### src/rtl/ty_stream_frame_ctrl_pkg.sv
// Shared types and constants for the TyBEC stream-frame controller.
package ty_stream_pkg;

  typedef enum logic [1:0] {IDLE, RUN, DRAIN, DONE} state_t;

  localparam int unsigned TY_WORD_W   = 32;
  localparam int unsigned TY_PIPE_LAT = 6;

  // Per-lane byte count to beat count; sub-word remainder is dropped.
  function automatic logic [31:0] bytes_to_beats(input logic [31:0] bytes,
                                                 input int unsigned word_w);
    logic [31:0] r;
    r = bytes;
    for (int unsigned w = 8; w < word_w; w = w * 2) r = r >> 1;
    return r;
  endfunction

endpackage

### src/rtl/ty_stream_frame_ctrl_if.sv
// Shell-side, kernel-side and output stream handshakes of the frame controller.
interface ty_stream_frame_ctrl_if
  import ty_stream_pkg::*;
#(
  parameter int unsigned DATA_W = 4 * TY_WORD_W
);
  logic              s_tvalid;
  logic              s_tready;
  logic [DATA_W-1:0] s_tdata;
  logic              k_ivalid;
  logic              k_iready;
  logic [DATA_W-1:0] k_idata;
  logic              k_ovalid;
  logic              k_oready;
  logic [DATA_W-1:0] k_odata;
  logic              m_tvalid;
  logic              m_tready;
  logic [DATA_W-1:0] m_tdata;
  logic              m_tlast;

  modport master (
    input  s_tvalid, s_tdata, k_iready, k_ovalid, k_odata, m_tready,
    output s_tready, k_ivalid, k_idata, k_oready, m_tvalid, m_tdata, m_tlast
  );

  modport slave (
    output s_tvalid, s_tdata, k_iready, k_ovalid, k_odata, m_tready,
    input  s_tready, k_ivalid, k_idata, k_oready, m_tvalid, m_tdata, m_tlast
  );
endinterface

### src/rtl/ty_stream_frame_ctrl_beat_counter.sv
// Clearable, non-wrapping beat counter with an equality compare against a terminal value.
module ty_beat_counter #(
  parameter int unsigned CNT_W = 32
) (
  input  logic             aclk,
  input  logic             areset,
  input  logic             i_clr,
  input  logic             i_inc,
  input  logic [CNT_W-1:0] i_term,
  output logic [CNT_W-1:0] o_cnt,
  output logic             o_at_term
);
  logic [CNT_W-1:0] r_cnt;

  always_ff @(posedge aclk) begin
    if (areset || i_clr) r_cnt <= '0;
    else if (i_inc && (r_cnt != '1)) r_cnt <= r_cnt + CNT_W'(1);
  end

  assign o_cnt     = r_cnt;
  assign o_at_term = (r_cnt == i_term);
endmodule

### src/rtl/ty_stream_frame_ctrl.sv
// Frame controller between the AXI-stream shell and a TyBEC kernel: counts beats,
// flushes the kernel pipeline and marks the last output. Optional: TY_FRAME_PERF_EN.
module ty_stream_frame_ctrl
  import ty_stream_pkg::*;
#(
  parameter int unsigned NUM_CH   = 4,
  parameter int unsigned WORD_W   = TY_WORD_W,
  parameter int unsigned PIPE_LAT = TY_PIPE_LAT,
  parameter int unsigned CNT_W    = 32
) (
  input  logic                 aclk,
  input  logic                 areset,
  input  logic                 start,
  input  logic [31:0]          ctrl_xfer_size_in_bytes,
  ty_stream_frame_ctrl_if.master bus,
  output logic                 busy,
  output logic                 done
`ifdef TY_FRAME_PERF_EN
  ,
  output logic [31:0]          perf_cycles,
  output logic [31:0]          perf_in_stall,
  output logic [31:0]          perf_out_stall
`endif
);
  localparam int unsigned DW = NUM_CH * WORD_W;

  state_t           r_state, w_next;
  logic [CNT_W-1:0] r_beats;
  logic [CNT_W-1:0] w_beats, w_term;
  logic [31:0]      w_beats_full;
  logic [CNT_W-1:0] w_in_cnt, w_out_cnt, w_flush_cnt;
  logic             w_in_at_term, w_out_at_term, w_flush_at_term;
  logic             w_clr, w_in_hs, w_out_hs, w_flush_hs, w_out_open;
  logic             w_s_tready, w_k_ivalid, w_k_oready, w_m_tvalid, w_m_tlast;
  logic [DW-1:0]    w_k_idata;
  logic             w_unused;

  assign w_beats_full = bytes_to_beats(ctrl_xfer_size_in_bytes, WORD_W);

  // Frame length saturates when the counters are narrower than the size field.
  generate
    if (CNT_W >= 32) begin : g_wide
      assign w_beats = CNT_W'(w_beats_full);
    end else begin : g_narrow
      assign w_beats = (|(w_beats_full >> CNT_W)) ? '1 : w_beats_full[CNT_W-1:0];
    end
  endgenerate

  assign w_term     = r_beats - CNT_W'(1);
  assign w_clr      = (r_state == IDLE) && start;
  assign w_in_hs    = (r_state == RUN) && bus.s_tvalid && bus.k_iready;
  assign w_out_hs   = busy && w_m_tvalid && bus.m_tready;
  assign w_flush_hs = (r_state == DRAIN) && w_k_ivalid && bus.k_iready;
  assign w_out_open = (w_out_cnt < r_beats);

  always_ff @(posedge aclk) begin
    if (areset) begin
      r_state <= IDLE;
      r_beats <= '0;
    end else begin
      r_state <= w_next;
      if (w_clr) r_beats <= w_beats;
    end
  end

  always_comb begin
    w_next     = r_state;
    busy       = 1'b0;
    done       = 1'b0;
    w_s_tready = 1'b0;
    w_k_ivalid = 1'b0;
    w_k_idata  = '0;
    w_k_oready = 1'b1;
    w_m_tvalid = 1'b0;
    w_m_tlast  = 1'b0;
    unique case (r_state)
      IDLE: if (start) w_next = (w_beats == '0) ? DONE : RUN;
      RUN: begin
        busy       = 1'b1;
        w_k_ivalid = bus.s_tvalid;
        w_s_tready = bus.k_iready;
        w_k_idata  = bus.s_tdata;
        if (w_in_hs && w_in_at_term) w_next = DRAIN;
      end
      DRAIN: begin
        busy       = 1'b1;
        w_k_ivalid = (w_flush_cnt < CNT_W'(PIPE_LAT));
      end
      DONE: begin
        done   = 1'b1;
        w_next = IDLE;
      end
      default: w_next = IDLE;
    endcase
    if (busy) begin
      w_m_tvalid = bus.k_ovalid && w_out_open;
      w_k_oready = bus.m_tready || !w_out_open;
      w_m_tlast  = w_m_tvalid && w_out_at_term;
      // Completion overrides the RUN->DRAIN step and abandons any pending flush.
      if (w_m_tvalid && bus.m_tready && w_out_at_term) w_next = DONE;
    end
  end

  ty_beat_counter #(.CNT_W(CNT_W)) u_in_cnt (
    .aclk(aclk), .areset(areset), .i_clr(w_clr), .i_inc(w_in_hs),
    .i_term(w_term), .o_cnt(w_in_cnt), .o_at_term(w_in_at_term)
  );

  ty_beat_counter #(.CNT_W(CNT_W)) u_out_cnt (
    .aclk(aclk), .areset(areset), .i_clr(w_clr), .i_inc(w_out_hs),
    .i_term(w_term), .o_cnt(w_out_cnt), .o_at_term(w_out_at_term)
  );

  ty_beat_counter #(.CNT_W(CNT_W)) u_flush_cnt (
    .aclk(aclk), .areset(areset), .i_clr(w_clr), .i_inc(w_flush_hs),
    .i_term(CNT_W'(PIPE_LAT)), .o_cnt(w_flush_cnt), .o_at_term(w_flush_at_term)
  );

  assign w_unused = ^{w_in_cnt, w_flush_at_term};

  assign bus.s_tready = w_s_tready;
  assign bus.k_ivalid = w_k_ivalid;
  assign bus.k_idata  = w_k_idata;
  assign bus.k_oready = w_k_oready;
  assign bus.m_tvalid = w_m_tvalid;
  assign bus.m_tdata  = bus.k_odata;
  assign bus.m_tlast  = w_m_tlast;

`ifdef TY_FRAME_PERF_EN
  logic [31:0] r_perf_cycles, r_perf_in_stall, r_perf_out_stall;

  always_ff @(posedge aclk) begin
    if (areset || w_clr) begin
      r_perf_cycles    <= '0;
      r_perf_in_stall  <= '0;
      r_perf_out_stall <= '0;
    end else begin
      if (busy && (r_perf_cycles != '1))
        r_perf_cycles <= r_perf_cycles + 32'd1;
      if ((r_state == RUN) && bus.s_tvalid && !bus.k_iready && (r_perf_in_stall != '1))
        r_perf_in_stall <= r_perf_in_stall + 32'd1;
      if (w_m_tvalid && !bus.m_tready && (r_perf_out_stall != '1))
        r_perf_out_stall <= r_perf_out_stall + 32'd1;
    end
  end

  assign perf_cycles    = r_perf_cycles;
  assign perf_in_stall  = r_perf_in_stall;
  assign perf_out_stall = r_perf_out_stall;
`endif
endmodule

### src/flat_wrapper.sv
// flat-port wrapper written by rule: the top's interface ports become plain ports
module ty_stream_frame_ctrl_flat import ty_stream_pkg::*;
#(
  parameter int unsigned NUM_CH   = 4,
  parameter int unsigned WORD_W   = TY_WORD_W,
  parameter int unsigned PIPE_LAT = TY_PIPE_LAT,
  parameter int unsigned CNT_W    = 32
)
  (aclk, areset, start, ctrl_xfer_size_in_bytes, busy, done, bus_s_tvalid, bus_s_tdata, bus_k_iready, bus_k_ovalid, bus_k_odata, bus_m_tready, bus_s_tready, bus_k_ivalid, bus_k_idata, bus_k_oready, bus_m_tvalid, bus_m_tdata, bus_m_tlast);
  ty_stream_frame_ctrl_if #(.DATA_W((128))) bus_i ();
  input  logic aclk;
  input  logic areset;
  input  logic start;
  input  logic [31:0] ctrl_xfer_size_in_bytes;
  output logic busy;
  output logic done;
  input wire logic [$bits(bus_i.s_tvalid)-1:0] bus_s_tvalid;
  input wire logic [$bits(bus_i.s_tdata)-1:0] bus_s_tdata;
  input wire logic [$bits(bus_i.k_iready)-1:0] bus_k_iready;
  input wire logic [$bits(bus_i.k_ovalid)-1:0] bus_k_ovalid;
  input wire logic [$bits(bus_i.k_odata)-1:0] bus_k_odata;
  input wire logic [$bits(bus_i.m_tready)-1:0] bus_m_tready;
  output wire logic [$bits(bus_i.s_tready)-1:0] bus_s_tready;
  output wire logic [$bits(bus_i.k_ivalid)-1:0] bus_k_ivalid;
  output wire logic [$bits(bus_i.k_idata)-1:0] bus_k_idata;
  output wire logic [$bits(bus_i.k_oready)-1:0] bus_k_oready;
  output wire logic [$bits(bus_i.m_tvalid)-1:0] bus_m_tvalid;
  output wire logic [$bits(bus_i.m_tdata)-1:0] bus_m_tdata;
  output wire logic [$bits(bus_i.m_tlast)-1:0] bus_m_tlast;
  assign bus_i.s_tvalid = bus_s_tvalid;
  assign bus_i.s_tdata = bus_s_tdata;
  assign bus_i.k_iready = bus_k_iready;
  assign bus_i.k_ovalid = bus_k_ovalid;
  assign bus_i.k_odata = bus_k_odata;
  assign bus_i.m_tready = bus_m_tready;
  assign bus_s_tready = bus_i.s_tready;
  assign bus_k_ivalid = bus_i.k_ivalid;
  assign bus_k_idata = bus_i.k_idata;
  assign bus_k_oready = bus_i.k_oready;
  assign bus_m_tvalid = bus_i.m_tvalid;
  assign bus_m_tdata = bus_i.m_tdata;
  assign bus_m_tlast = bus_i.m_tlast;
  ty_stream_frame_ctrl #(.NUM_CH(NUM_CH), .WORD_W(WORD_W), .PIPE_LAT(PIPE_LAT), .CNT_W(CNT_W)) u_core (.aclk(aclk), .areset(areset), .start(start), .ctrl_xfer_size_in_bytes(ctrl_xfer_size_in_bytes), .bus(bus_i), .busy(busy), .done(done));
endmodule
### config.mk
export PLATFORM = sky130hd
export DESIGN_NAME = ty_stream_frame_ctrl_flat
export DESIGN_NICKNAME = d
export VERILOG_FILES = /design/src/rtl/ty_stream_frame_ctrl_pkg.sv /design/src/rtl/ty_stream_frame_ctrl_if.sv /design/src/rtl/ty_stream_frame_ctrl_beat_counter.sv /design/src/rtl/ty_stream_frame_ctrl.sv /design/src/flat_wrapper.sv
export SDC_FILE = /design/constraint.sdc
export NUM_CORES = 1
export LEC_CHECK = 0
export BUFFER_PORTS_ARGS = -buffer_cell sky130_fd_sc_hd__buf_2
export CAP_MARGIN = 20
export CELL_PAD_IN_SITES_DETAIL_PLACEMENT = 1
export CELL_PAD_IN_SITES_GLOBAL_PLACEMENT = 2
export CORE_ASPECT_RATIO = 0.8
export CORE_MARGIN = 5
export CORE_UTILIZATION = 26
export CTS_CLUSTER_DIAMETER = 30
export DETAILED_ROUTE_END_ITERATION = 7
export GPL_TIMING_DRIVEN = 0
export HOLD_SLACK_MARGIN = 0.06
export MAX_ROUTING_LAYER = met4
export PLACE_DENSITY_LB_ADDON = 0.1
export SLEW_MARGIN = 20
export SYNTH_ARGS = -nofsm -noshare
export SYNTH_HDL_FRONTEND = slang
export SYNTH_SLANG_ARGS = --single-unit
### constraint.sdc
create_clock -name aclk -period 6.1 [get_ports aclk]
set_input_delay 0.305 -clock aclk [delete_from_list [all_inputs] [get_ports aclk]]
set_output_delay 0.305 -clock aclk [all_outputs]
set_load 0.01 [all_outputs]
* Yosys cells after proc, flatten, opt, wreduce, memory -nomap -nowiden *
Cells that the tools add are included.

word-level totals
  logic and storage cells = 54
  output and inout bits = 263
  input port bits = 295
  register bits = 128

cells by class
  equal/unequal tests = 8
  add/subtract/negate cells = 4
  mux-type cells = 14
  magnitude comparators = 2
  reductions and logical operators = 21

operator list
  kind                   count
  $mux 128               1
  $add 32x1->32 const B  3
  $ne 32x32->1 const B   3
  $eq 32x32->1           2
  $logic_not 32->1       1
  $lt 32x3->1 const B    1
  $lt 32x30->1           1
  $sub 30x1->31 const B  1
  $logic_and 1x1->1      15
  $mux 2                 5
  $mux 1                 6
  $pmux 2 s3             1
  $eq 2x2->1 const B     2
  $eq 2x1->1 const B     1
  $logic_not 2->1        1
  $logic_or 1x1->1       2
  $pmux 1 s2             1
  $reduce_or 2->1        1
  $logic_not 1->1        1

* Depth between registers and ports, before layout *
  depth after elaboration = 8
  mapped depth = 13
  gate-level depth less buffers = 11

* Hierarchy *
Synthesis repeated with hierarchy kept, for this count alone.

second synthesis, totals
  cell total of the unflattened synthesis = 1,386
  area, all modules = 10,666.5 sq um

by module, submodules not included
  module                instances  area an instance (sq um)  cells each  seq. area each (sq um)
  ty_beat_counter       3          2,055.7                   248         640.6
  ty_stream_frame_ctrl  1          4,499.3                   642         640.6

* Least setup slack after synthesis *
Ideal clock, no wire load.

  path kind = reg-to-reg
  start = register u_core.r_beats[17]
  end = register u_core.u_out_cnt.r_cnt[20] (netlist: u_core.u_out_cnt.o_cnt[20])
  period minus slack after synthesis = 3.136 ns
  stages on the path, launching flop included = 14
  arrival = 3.009 ns
  library setup time = 0.128 ns
  path slack = 2.964 ns
  required time = 5.972 ns
  path buffers = 2
  path through = dfxtp_1 -> clkbuf_1 -> inv_1 -> ha_1 -> and3_1 -> a221oi_1 -> o2111ai_1 -> a211oi_1 -> and3_1 -> nand4_1 -> clkbuf_1 -> nor3_1 -> xnor2_1 -> nor2_1

between the ends
  word-level cells in the longest chain between the ends = 6

RTL lines
  what                            line                                     source
  start, declared                 ty_stream_frame_ctrl.sv:28               logic [CNT_W-1:0] r_beats;
  start signal, assigned          ty_stream_frame_ctrl.sv:62               if (w_clr) r_beats <= w_beats;
  $lt 32x30->1                    ty_stream_frame_ctrl.sv:54               assign w_out_open = (w_out_cnt < r_beats);
  $logic_and 1x1->1               ty_stream_frame_ctrl.sv:96               w_m_tvalid = bus.k_ovalid && w_out_open;
  $mux 1                          ty_stream_frame_ctrl.sv:95               if (busy) begin
  $logic_and 1x1->1 (2 in a row)  ty_stream_frame_ctrl.sv:52               assign w_out_hs = busy && w_m_tvalid && bus.m_tready;
  $logic_and 1x1->1               ty_stream_frame_ctrl_beat_counter.sv:17  else if (i_inc && (r_cnt != '1)) r_cnt <= r_cnt + CNT_W'(1);
  end signal, assigned            ty_stream_frame_ctrl_beat_counter.sv:17
  end, declared                   ty_stream_frame_ctrl_beat_counter.sv:13  logic [CNT_W-1:0] r_cnt;

No other way between the ends.
A chain may end at the register's enable or synchronous reset.

* Worst setup path in the final report *
  start = register u_core.r_beats[0]
  end = output port bus_m_tlast

between the ends
  word-level cells in the longest chain between the ends = 4
  elaborated cells between the ends (all ways) = 6
  those cells by class = add/sub (1); order compare (1); eq/ne (1); mux (1); reduce/logical (2)

RTL lines
  what                                               line                                                                 source
  $sub 30x1->31 or $lt 32x30->1 (tied branches)      ty_stream_frame_ctrl.sv:49, ty_stream_frame_ctrl.sv:54
  $eq 32x32->1 or $logic_and 1x1->1 (tied branches)  ty_stream_frame_ctrl_beat_counter.sv:21, ty_stream_frame_ctrl.sv:96
  $logic_and 1x1->1 *                                ty_stream_frame_ctrl.sv:98                                           w_m_tlast = w_m_tvalid && w_out_at_term;
  $mux 1 *                                           ty_stream_frame_ctrl.sv:95
  end, declared                                      flat_wrapper.sv:29                                                   output wire logic [$bits(bus_i.m_tlast)-1:0] bus_m_tlast;

Every way passes the cells marked *; elsewhere a longest branch is shown, timed or not.

==> results.toml <==
[detailed_routing]
dr.first_iter.drc_count = 644
firstDrtPassIters = 5
route.detailed.drc = 0
vias = 12000
wl_per_cell_um = 23.4
vias_per_cell = 4.88
drtAntennaViolNets = 0
wl_um = 57700

[critical_path]
r2r_setup_slack_ps = 1450
cp_data_arrival_time_ps = 4450
critPathBufInv = 3
reg2regPathDepth = 13
crit_type = "reg -> out"
cp_top_family = "simple AND/OR/NAND/NOR gates"
path_max_fanout = 10
startpoint_type = "flip-flop"
rr_startpoint = "u_core.r_beats[17]$_SDFFE_PP0P_"
worstSetupEndpointType = "primary output"
max_stage_delay_ps = 670
crit_start = "u_core.r_beats[0]$_SDFFE_PP0P_"
rr_endpoint = "u_core.u_out_cnt.o_cnt[8]$_SDFFE_PP0P_"
cp.required_ps = 5790
cp_slowest_cell = "o311ai_0"
path_cells = "inv_1 -> ha_1 -> nor4b_2 -> buf_2 -> nand4_1 -> o311ai_0 -> nand2_1 -> or4_1 -> nor4_1 -> and4_1 -> buf_2"
cpMostUsedCell = "buf_2"

[timing]
clock.fmax_mhz = 210
finalHoldViolations = 0
slew_viol_final = 0
clock_skew_ps = 13.0
min_period_ps = 4760
rsz0062_at_grt = "no"
tns_ps = 0
finalCritPeriodShare_pct = 78.0
setup_violations = 0
relSlewSlack_pct = 32.7
tightest_slew_ps = 1010

[global_route]
grt_util_all_layers_pct = 24.6
grt_pass1_wl_um = 81800
grt_max_degree = 17
grt_antenna_before_repair = 6
first_global_vias = 12400
overflow = 0

[clocking]
clk_latency_ps = 450
post_cts_buffers = 0
root_buffer = "clkbuf_16"
cts_sinks = 128
cts-hold-fix-buffers = 0
clk_pin_slew_ps = 70
cts_buffer_depth = 2
cts_resized = 0
cts_made_buffers = 17
cts_tree = "yes"
h-tree-depth = 4

[worst_hold_path]
hold_depth = 3
min_from = "ctrl_xfer_size_in_bytes[25]"
whs_endpoint = "u_core.r_beats[23]$_SDFFE_PP0P_"
hp-class = "in -> reg"

[synthesis]
synth_fp_nets = 1784
synthFlopType = "dfxtp_1"
yosys.area.top_type = "dfxtp_1"
synth_top_cells_by_count = "and2_1, buf_4, dfxtp_1, nand2_1, nor2_1"
synth_enable_flop_cells = 0
seq_area_frac_synth_pct = 23.6
syn_avg_cell_area_um2 = 7.49
syn_inst = 1451
yosysUniqueCellTypes = 77
async_reset_ff_share_pct = 0
ys_ff_latch = 128
ys_top_cells_by_area = "dfxtp_1, buf_4, and2_1"
synth_top_area_share_pct = 23.6
syn_area_mm2 = 0.0109
yosysMostFrequentCell = "and2_1"
ys_warn_count = 0

[layout]
finalNetCount = 2230
ff_latch_area_mm2 = 0.00256
drive_above_1_share_pct = 32.9
area_growth_pct = 31.4
multi_input_area_mm2 = 0.00678
final_cells = 2465
fillers = 5228

[die]
rows = 67
io_pins = 558
die_w_um = 239
die_y_um = 193
dieArea_mm2 = 0.0460
core_mm2 = 0.0416
initial_core_util_pct = 26.1

[power_and_ir_drop]
irDropWorstVdd_uv = 194
p_leak_nw = 6.22
p_per_area_mw_per_mm2 = 192

[placed_design]
place_inst = 2430
place_congestion = 0.922
hpwl_um = 49400
numPortBuffers = 426

[outcome]
status = "complete, no violations"

[flow_run]
max_cap_viol_count = 0
-- worst register-to-register path, cell delays in order (launching register included) --
cell and delay (ps):
dfxtp_1 360, clkbuf_1 560, inv_1 350, ha_1 360, and3_1 190, a221oi_1 450, o2111ai_1 150, a211oi_1 350
and3_1 380, nand4_1 420, clkbuf_1 410, nor3_1 320, xnor2_1 150, nor2_1 50
-- layer usage --
| layer | GRT usage [%] | up-vias | part of all wire [%] |
|---|---|---|---|
| met3 | 4.43 | 45 | 5.5 |
| li1 | - | 5772 | - |
| met5 | - | - | 0 |
| met2 | 37.1 | 321 | 46 |
| met1 | 34.2 | 5898 | 47 |
| met4 | 5.76 | 0 | 1.9 |
-- cells in the final DEF, fill, tap and decap left out, drive strengths merged, types with 6 or more instances in the layout --
cell       n
a21o       6
a21oi     64
mux2i      6
and2     143
ha        38
and4      13
nand4     38
o31ai      8
nor2     121
inv       70
or3       24
clkbuf    82
o2111ai    7
a211oi     9
nand3     64
xnor2     89
buf      571
o21ai     30
nand2    128
nor4      44
and3      17
a31oi      7
xor2      43
or4       13
dfxtp    128
nor3      46
-- cells by family after synthesis --
group / Yosys count / share of synthesized area (%)
DFF: 128 / 23.6
adders and majority gates: 38 / 4.37
xor gates and xnor gates: 137 / 11.7
and+or+nand+nor: 687 / 34.7
buffers and inverters: 273 / 14.2
AOI/OAI and AO/OA: 181 / 10.8
muxes: 7 / 0.656
-- per-stage QoR --
stage               cell area [µm²]  util (%)  setup slack [ps]  hold WS, ps  total power [mW]
finish                        14300      34.4              1340          105              2.75
global route                  14300      34.3               952          101              2.87
CTS                           14300      34.3              1320         80.1              2.78
detailed placement            13700      33.0              1350          444              1.73
global placement              13700      32.9              1350          437              1.73
floorplan                     10900         -              2960          422              1.38
-- worst max path at each step --
stage / end / cells after the start
after floorplan: u_core.u_out_cnt.o_cnt[20]$_SDFFE_PP0P_ / 13
final: bus_m_tlast / 11
after global routing: bus_m_tlast / 11
after detailed placement: u_core.u_out_cnt.o_cnt[29]$_SDFFE_PP0P_ / 13
after CTS: bus_m_tlast / 11
after global placement: u_core.u_out_cnt.o_cnt[29]$_SDFFE_PP0P_ / 13
-- where the power goes --
| group | internal (mW) | leakage (nW) | switching (mW) |
|---|---|---|---|
| logic | 0.340 | 4.92 | 0.516 |
| clock network | 0.566 | 0.262 | 0.465 |
| registers | 0.849 | 1.04 | 0.0144 |
-- flip-flops by register name (all words and copies together), names as in the netlist --
register / flops
u_core.u_out_cnt.o_cnt: 32
u_core.u_in_cnt.o_cnt: 32
u_core.r_state: 2
u_core.u_flush_cnt.o_cnt: 32
u_core.r_beats: 30
-- area by class of cell --
class                           count  share of cell area (%)
Clock inverter                     14                   0.928
Antenna cell                        3                  0.0525
Timing Repair Buffer              427                    15.0
Buffer                            208                    9.11
Tap cell                          552                    4.83
Sequential cell                   128                    17.9
Inverter                           65                    1.71
Clock buffer                       18                    3.00
Multi-Input combinational cell   1050                    47.5
(Power assumes the default switching activity.)
